[src/rtl/acsu_r12k3_if.sv]
// Symbol-in / decision-out bundle of the K=3 add-compare-select stage.
// The master side feeds received symbols and observes decisions; the slave
// side is the ACS stage itself.
interface acsu_r12k3_if #(
    parameter int PM_WIDTH = 8
);
    logic                valid_i;
    logic                sop_i;
    logic [1:0]          rx_i;
    logic [1:0]          erase_i;
    logic                valid_o;
    logic [3:0]          dec_bits_o;
    logic [PM_WIDTH-1:0] pm_s0_o;
    logic [PM_WIDTH-1:0] pm_s1_o;
    logic [PM_WIDTH-1:0] pm_s2_o;
    logic [PM_WIDTH-1:0] pm_s3_o;

    modport master (
        output valid_i, sop_i, rx_i, erase_i,
        input  valid_o, dec_bits_o, pm_s0_o, pm_s1_o, pm_s2_o, pm_s3_o
    );

    modport slave (
        input  valid_i, sop_i, rx_i, erase_i,
        output valid_o, dec_bits_o, pm_s0_o, pm_s1_o, pm_s2_o, pm_s3_o
    );
endinterface

[src/rtl/acsu_r12k3.sv]
// Hard-decision branch metric + add-compare-select for the rate-1/2, K=3
// (7,5) Viterbi decoder. Stage 1 registers the four branch metrics, stage 2
// runs ACS with min-normalization and saturating metric storage. The stored
// metrics double as the registered pm outputs, so they only move on a valid
// ACS step and hold otherwise.
module acsu_r12k3 #(
    parameter int PM_WIDTH = 8,
    parameter int INIT_PM  = 16
) (
    input  logic         clk,
    input  logic         rst_n,
    acsu_r12k3_if.slave  bus
);

    localparam logic [PM_WIDTH-1:0] INIT_V = PM_WIDTH'(INIT_PM);
    localparam logic [PM_WIDTH:0]   PM_MAX = {1'b0, {PM_WIDTH{1'b1}}};

    // Hamming distance between the received pair and a code pair, with
    // erased bits contributing nothing.
    function automatic logic [1:0] branch_metric(
        input logic [1:0] rx,
        input logic [1:0] er,
        input logic [1:0] code
    );
        logic e1;
        logic e0;
        e1 = (rx[1] ^ code[1]) & ~er[1];
        e0 = (rx[0] ^ code[0]) & ~er[0];
        return {1'b0, e1} + {1'b0, e0};
    endfunction

    // Encoder output pair {c0, c1} for leaving state pred with input u.
    function automatic logic [1:0] code_of(input logic [1:0] pred, input logic u);
        return {u ^ pred[0] ^ pred[1], u ^ pred[1]};
    endfunction

    logic [1:0]          bm_d [4];
    logic [1:0]          bm_q [4];
    logic                v1_q;
    logic                sop1_q;

    logic [PM_WIDTH-1:0] pm_q [4];
    logic [PM_WIDTH-1:0] base [4];
    logic [PM_WIDTH:0]   cand_u [4];
    logic [PM_WIDTH:0]   cand_l [4];
    logic [PM_WIDTH:0]   surv [4];
    logic [PM_WIDTH:0]   surv_min;
    logic [PM_WIDTH-1:0] norm [4];
    logic [3:0]          dec;
    logic [3:0]          dec_q;
    logic                valid_q;

    // Branch metrics for all four code pairs, indexed by {c0, c1}.
    always_comb begin
        bm_d = '{default: '0};
        for (int c = 0; c < 4; c++) begin
            bm_d[c] = branch_metric(bus.rx_i, bus.erase_i, 2'(c));
        end
    end

    // Stage 1: register branch metrics; sop only counts when qualified by valid.
    always_ff @(posedge clk or negedge rst_n) begin
        if (!rst_n) begin
            bm_q   <= '{default: '0};
            v1_q   <= 1'b0;
            sop1_q <= 1'b0;
        end else begin
            v1_q   <= bus.valid_i;
            sop1_q <= bus.valid_i & bus.sop_i;
            if (bus.valid_i) begin
                bm_q <= bm_d;
            end
        end
    end

    // Base metrics: a frame start overrides whatever the previous frame left.
    always_comb begin
        base    = '{default: '0};
        base[0] = sop1_q ? '0     : pm_q[0];
        base[1] = sop1_q ? INIT_V : pm_q[1];
        base[2] = sop1_q ? INIT_V : pm_q[2];
        base[3] = sop1_q ? INIT_V : pm_q[3];
    end

    // Add-compare-select: predecessors of s' are {0,s'[1]} (upper) and
    // {1,s'[1]} (lower), both driven by input u = s'[0]. Ties keep upper.
    always_comb begin : acs_comb
        logic [1:0] st;
        logic [1:0] pu;
        logic [1:0] pl;
        st     = '0;
        pu     = '0;
        pl     = '0;
        dec    = '0;
        cand_u = '{default: '0};
        cand_l = '{default: '0};
        surv   = '{default: '0};
        for (int ns = 0; ns < 4; ns++) begin
            st         = 2'(ns);
            pu         = {1'b0, st[1]};
            pl         = {1'b1, st[1]};
            cand_u[ns] = {1'b0, base[pu]}
                       + {{(PM_WIDTH-1){1'b0}}, bm_q[code_of(pu, st[0])]};
            cand_l[ns] = {1'b0, base[pl]}
                       + {{(PM_WIDTH-1){1'b0}}, bm_q[code_of(pl, st[0])]};
            dec[ns]    = cand_l[ns] < cand_u[ns];
            surv[ns]   = dec[ns] ? cand_l[ns] : cand_u[ns];
        end
    end

    // Normalize against the smallest survivor and saturate into PM_WIDTH bits.
    always_comb begin : norm_comb
        logic [PM_WIDTH:0] diff;
        diff     = '0;
        norm     = '{default: '0};
        surv_min = surv[0];
        for (int i = 1; i < 4; i++) begin
            if (surv[i] < surv_min) begin
                surv_min = surv[i];
            end
        end
        for (int i = 0; i < 4; i++) begin
            diff    = surv[i] - surv_min;
            norm[i] = (diff > PM_MAX) ? PM_MAX[PM_WIDTH-1:0] : diff[PM_WIDTH-1:0];
        end
    end

    // Stage 2: metric recursion and registered decisions, updated only on a valid step.
    always_ff @(posedge clk or negedge rst_n) begin
        if (!rst_n) begin
            pm_q[0] <= '0;
            pm_q[1] <= INIT_V;
            pm_q[2] <= INIT_V;
            pm_q[3] <= INIT_V;
            dec_q   <= '0;
            valid_q <= 1'b0;
        end else begin
            valid_q <= v1_q;
            if (v1_q) begin
                pm_q  <= norm;
                dec_q <= dec;
            end
        end
    end

    assign bus.valid_o    = valid_q;
    assign bus.dec_bits_o = dec_q;
    assign bus.pm_s0_o    = pm_q[0];
    assign bus.pm_s1_o    = pm_q[1];
    assign bus.pm_s2_o    = pm_q[2];
    assign bus.pm_s3_o    = pm_q[3];

endmodule

[src/flat_wrapper.sv]
// flat-port wrapper written by rule: the top's interface ports become plain ports
module acsu_r12k3_flat 
#(
    parameter int PM_WIDTH = 8,
    parameter int INIT_PM  = 16
)
  (clk, rst_n, bus_valid_i, bus_sop_i, bus_rx_i, bus_erase_i, bus_valid_o, bus_dec_bits_o, bus_pm_s0_o, bus_pm_s1_o, bus_pm_s2_o, bus_pm_s3_o);
  acsu_r12k3_if #(.PM_WIDTH(PM_WIDTH)) bus_i ();
  input  logic clk;
  input  logic rst_n;
  input wire logic [$bits(bus_i.valid_i)-1:0] bus_valid_i;
  input wire logic [$bits(bus_i.sop_i)-1:0] bus_sop_i;
  input wire logic [$bits(bus_i.rx_i)-1:0] bus_rx_i;
  input wire logic [$bits(bus_i.erase_i)-1:0] bus_erase_i;
  output wire logic [$bits(bus_i.valid_o)-1:0] bus_valid_o;
  output wire logic [$bits(bus_i.dec_bits_o)-1:0] bus_dec_bits_o;
  output wire logic [$bits(bus_i.pm_s0_o)-1:0] bus_pm_s0_o;
  output wire logic [$bits(bus_i.pm_s1_o)-1:0] bus_pm_s1_o;
  output wire logic [$bits(bus_i.pm_s2_o)-1:0] bus_pm_s2_o;
  output wire logic [$bits(bus_i.pm_s3_o)-1:0] bus_pm_s3_o;
  assign bus_i.valid_i = bus_valid_i;
  assign bus_i.sop_i = bus_sop_i;
  assign bus_i.rx_i = bus_rx_i;
  assign bus_i.erase_i = bus_erase_i;
  assign bus_valid_o = bus_i.valid_o;
  assign bus_dec_bits_o = bus_i.dec_bits_o;
  assign bus_pm_s0_o = bus_i.pm_s0_o;
  assign bus_pm_s1_o = bus_i.pm_s1_o;
  assign bus_pm_s2_o = bus_i.pm_s2_o;
  assign bus_pm_s3_o = bus_i.pm_s3_o;
  acsu_r12k3 #(.PM_WIDTH(PM_WIDTH), .INIT_PM(INIT_PM)) u_core (.clk(clk), .rst_n(rst_n), .bus(bus_i));
endmodule
[config.mk]
export PLATFORM = sky130hd
export DESIGN_NAME = acsu_r12k3_flat
export DESIGN_NICKNAME = d
export VERILOG_FILES = /design/src/rtl/acsu_r12k3_if.sv /design/src/rtl/acsu_r12k3.sv /design/src/flat_wrapper.sv
export SDC_FILE = /design/constraint.sdc
export NUM_CORES = 1
export LEC_CHECK = 0
export ABC_AREA = 0
export CAP_MARGIN = 20
export CORE_MARGIN = 8
export CORE_UTILIZATION = 30
export CTS_BUF_LIST = sky130_fd_sc_hd__clkbuf_4 sky130_fd_sc_hd__clkbuf_8
export DETAILED_ROUTE_END_ITERATION = 10
export PLACE_DENSITY = 0.52
export SLEW_MARGIN = 10
export SYNTH_ARGS = -nofsm -noshare
export SYNTH_HDL_FRONTEND = slang
export SYNTH_SLANG_ARGS = --single-unit
[constraint.sdc]
create_clock -name clk -period 23.5 [get_ports clk]
set_input_delay 2.35 -clock clk [delete_from_list [all_inputs] [get_ports clk]]
set_output_delay 2.35 -clock clk [all_outputs]
set_load 0.01 [all_outputs]
==> implementation parameters <==
Parameter                              Value

Detailed routing
  Remaining antenna violation count    0
  Final routed DRC violation total    0
  Final WL    22.5 mm
  Iteration count of the initial detailed-routing pass    5
  WL per Instance    18.2 um
  DR vias    6,449
  Iteration-0 DRC count of the detailed router    423
  Via-to-Cell Ratio    5.22

Cells and area
  Count of nets after finishing    1,016
  Count of antenna diodes in the layout    0
  Fin cells    1,235
  Synth-to-layout area growth    11.9%
  Share of layout cells above drive strength 1    9.17%

Logic synthesis
  #FFs+latches synth    47
  Post-synth net total    990
  Post-Syn Area per Cell    8.01 sq um
  Proportion of netlist area held by the largest area contributor    15.6%
  Number of distinct library cells after synthesis    88
  Ys Warns    0
  Most area-hungry cell type in the Yosys netlist    sky130_fd_sc_hd__ha_1
  Cell area after synthesis    0.00712 sq mm
  Proportion of synthesized flip-flops having asynchronous set or reset    100%
  Top FF cell, synth    sky130_fd_sc_hd__dfrtp_1
  Cell count after synthesis    889
  Cell types occupying the most area after synthesis    sky130_fd_sc_hd__ha_1, sky130_fd_sc_hd__dfrtp_1, sky130_fd_sc_hd__xnor2_1, sky130_fd_sc_hd__nor2_1, sky130_fd_sc_hd__nand2_1
  Number of flops mapped to enable cells by yosys    0
  Sequential cell area fraction in the yosys report    16.6%

STA
  Worst-Margin Slew    0.976 ns
  Setup_tns    0 ns
  Layout Skew    0.0280 ns
  Fraction of the cycle the final worst path needs    53.0%
  Final-report setup violation count    0
  Hold Vio Cnt, Final    0
  RSZ-0062 raised after global routing    false
  Max Clock Freq    80.2 MHz
  Slew Limit Fails    0
  Min Clock Period, post-route    12.46 ns
  Headroom to the max-slew limit    34.2%

Global route
  Met3 track utilization from global routing    2.15%
  Pin count of the biggest net entering global routing    54
  Global-route wire length before repair    35.7 mm
  Number of global-route vias before repair    6,220
  Number of antenna violations at the first check in global routing    0
  Overall Global Routing Usage    15.8%
  Remaining global-route overflow    0
  Peak-usage layer in the global routing report    met2
  Met2 track demand over resource    24.4%
  Grt met1 use    22.8%

Clock network
  Htree depth    2
  # Post-CTS Setup Buffers    0
  TritonCTS Sinks    47
  Cts repair resizes    0
  TritonCTS clock tree    done
  Number of buffers inserted during clock tree synthesis    5
  Cts hold-fix bufs    0
  Clock-pin slew on the worst setup and hold paths    0.12 ns
  Clock Latency Late Sink    0.35 ns
  Largest buffer count on any clock path    2
  Clk Tree Root Cell    sky130_fd_sc_hd__clkbuf_8

Flow run
  Number of max-capacitance violations reported    0

Die
  Die Footprint    0.0289 sq mm
  Area of the core    0.0234 sq mm
  Die Y    170 um
  Top-Level Pins    45
  Die outline width    170 um
  Total number of placement rows    56
  Effective utilization at floorplan    30.4%

Worst setup path
  Reg-to-Reg End    u_core.bus.pm_s3_o[2]$_DFFE_PN0P_
  Number of cells on the worst reg-to-reg path    57
  R2R Path Start    u_core.sop1_q$_DFF_PN0_
  Worst setup path startpoint    u_core.sop1_q$_DFF_PN0_
  End point of the critical path    u_core.bus.pm_s3_o[2]$_DFFE_PN0P_
  Worst-path fanout max    34
  Highest cell delay on the worst timing path    0.78 ns
  Critical Path RT    23.72 ns
  Capturing element type of the critical path    flop
  Crit path arrival time    12.68 ns
  Critical Path Slowest Stage Cell    sky130_fd_sc_hd__o31ai_4
  Reg2Reg Setup Slack    11.04 ns
  Startpoint Class    flop
  CP Class    flop to flop

Placed design
  HPWL after detailed placement    18.2 mm
  Number of placed instances, taps included    1,227
  Gp weighted congestion    0.871
  Number of port buffers    44

Min path
  Worst hold-check path type    flop to flop

Outcome
  Status    finished, final reports clean
==> cell usage in the layout, fill, tap and decap left out, types with 4 or more instances in the layout <==
| cell | Yosys | layout |
|---|---|---|
| sky130_fd_sc_hd__xor2_1 | 24 | 24 |
| sky130_fd_sc_hd__or2_2 | 4 | 4 |
| sky130_fd_sc_hd__nor2b_1 | 22 | 22 |
| sky130_fd_sc_hd__nor3_1 | 13 | 13 |
| sky130_fd_sc_hd__fa_1 | 4 | 4 |
| sky130_fd_sc_hd__ha_1 | 89 | 89 |
| sky130_fd_sc_hd__xnor2_1 | 48 | 48 |
| sky130_fd_sc_hd__nand2b_1 | 20 | 20 |
| sky130_fd_sc_hd__and3_1 | 4 | 4 |
| sky130_fd_sc_hd__mux2_2 | 18 | 18 |
| sky130_fd_sc_hd__o211ai_1 | 7 | 7 |
| sky130_fd_sc_hd__o22a_1 | 12 | 12 |
| sky130_fd_sc_hd__o21ai_0 | 38 | 38 |
| sky130_fd_sc_hd__a21boi_0 | 5 | 5 |
| sky130_fd_sc_hd__nand3_1 | 24 | 24 |
| sky130_fd_sc_hd__or3_1 | 11 | 11 |
| sky130_fd_sc_hd__o21a_1 | 5 | 5 |
| sky130_fd_sc_hd__a21oi_2 | 5 | 5 |
| sky130_fd_sc_hd__maj3_2 | 5 | 5 |
| sky130_fd_sc_hd__mux2i_1 | 21 | 21 |
| sky130_fd_sc_hd__nor2_1 | 95 | 95 |
| sky130_fd_sc_hd__clkbuf_8 | 0 | 5 |
| sky130_fd_sc_hd__nand2_1 | 76 | 76 |
| sky130_fd_sc_hd__a221o_1 | 4 | 4 |
| sky130_fd_sc_hd__a31oi_1 | 23 | 23 |
| sky130_fd_sc_hd__buf_4 | 3 | 6 |
| sky130_fd_sc_hd__maj3_1 | 8 | 8 |
| sky130_fd_sc_hd__clkdlybuf4s50_1 | 0 | 43 |
| sky130_fd_sc_hd__dfrtp_1 | 44 | 42 |
| sky130_fd_sc_hd__a21o_1 | 19 | 19 |
| sky130_fd_sc_hd__and2_1 | 7 | 7 |
| sky130_fd_sc_hd__nand4_1 | 6 | 6 |
| sky130_fd_sc_hd__a21oi_1 | 54 | 54 |
| sky130_fd_sc_hd__o21ai_1 | 6 | 6 |
| sky130_fd_sc_hd__o22ai_1 | 6 | 6 |
| sky130_fd_sc_hd__inv_1 | 55 | 55 |
==> synthesized netlist by cell type (all sizes together) (19+ instances only) <==
library cell  instances
a21o                 20
a21oi                59
a31oi                26
clkbuf               19
dfrtp                44
ha                   89
inv                  55
mux2                 19
mux2i                22
nand2                78
nand2b               20
nand3                26
nor2                 97
nor2b                22
o21ai                48
xnor2                50
xor2                 24
==> through the flow <==
stage	util, %	instance area [sq um]	hold slack [ns]	setup slack [ns]
final	34.0	7960	0.510	11.04
after global routing	34.0	7960	0.550	9.99
after CTS	34.0	7960	0.511	11.09
after detailed placement	33.5	7850	0.484	11.16
after global placement	33.5	7850	0.474	11.47
after floorplan	-	7120	0.349	11.87
==> critical path: cells and delay by family, from the launching register on <==
| family | cells | cell delay (ns) |
|---|---|---|
| fa+ha+maj | 9 | 2.22 |
| compound gates | 28 | 6.68 |
| buf+inv | 5 | 0.49 |
| mux | 1 | 0.45 |
| xor+xnor | 1 | 0.27 |
| flops | 1 | 0.75 |
| simple gates | 13 | 1.50 |
==> worst min path at each step <==
stage | from | depth (start not counted) | endpoint | slack [ns]
after floorplan | u_core.v1_q$_DFF_PN0_ | 0 | u_core.bus.valid_o$_DFF_PN0_ | 0.35
after global placement | u_core.bus.dec_bits_o[3]$_DFFE_PN0P_ | 2 | u_core.bus.dec_bits_o[3]$_DFFE_PN0P_ | 0.47
after detailed placement | u_core.bus.dec_bits_o[3]$_DFFE_PN0P_ | 2 | u_core.bus.dec_bits_o[3]$_DFFE_PN0P_ | 0.48
after CTS | u_core.bus.dec_bits_o[3]$_DFFE_PN0P_ | 2 | u_core.bus.dec_bits_o[3]$_DFFE_PN0P_ | 0.51
after global routing | u_core.bus.dec_bits_o[3]$_DFFE_PN0P_ | 2 | u_core.bus.dec_bits_o[3]$_DFFE_PN0P_ | 0.55
final | u_core.bus.dec_bits_o[3]$_DFFE_PN0P_ | 2 | u_core.bus.dec_bits_o[3]$_DFFE_PN0P_ | 0.51
==> cell type report <==
type,instances,area (sq um)
sequential,47,1180
fill,2505,15400
clock buffer,5,68.8
tap,319,399
clock inverter,3,46.3
inverter,55,206
multi-input combinational,756,5580
timing repair buffer,50,480
==> sequential cells by signal (all words and copies together), names as in the netlist <==
signal and flops:
u_core.bus.pm_s1_o 8, u_core.bus.pm_s0_o 8, u_core.v1_q 1, u_core.bus.pm_s3_o 8, u_core.bus.dec_bits_o 4, u_core.bus.valid_o 1
u_core.bus.pm_s2_o 8, u_core.bm_q 8, u_core.sop1_q 1
==> routing by layer <==
metal  wire [um]  vias to the layer above
li1            -                     3260
met1       11500                     3046
met2        9730                      125
met3         910                       18
met4         351                        0
met5           0                        -
==> logic make-up (layout without fill, tap and decap cells) <==
group,count (synthesis),count (layout),synth area share (%)
AND/OR/NAND/NOR,303,303,20.9
AO/OA/AOI/OAI,232,232,23.3
adder cells (fa/ha/maj),106,106,18.7
buffers and inverters,86,113,5.01
XOR/XNOR,74,74,9.32
flip-flops,47,47,16.6
multiplexers,41,41,6.21
Power is not shown: default switching activity piles up to over one toggle a cycle in this logic, so the estimate is an artifact.
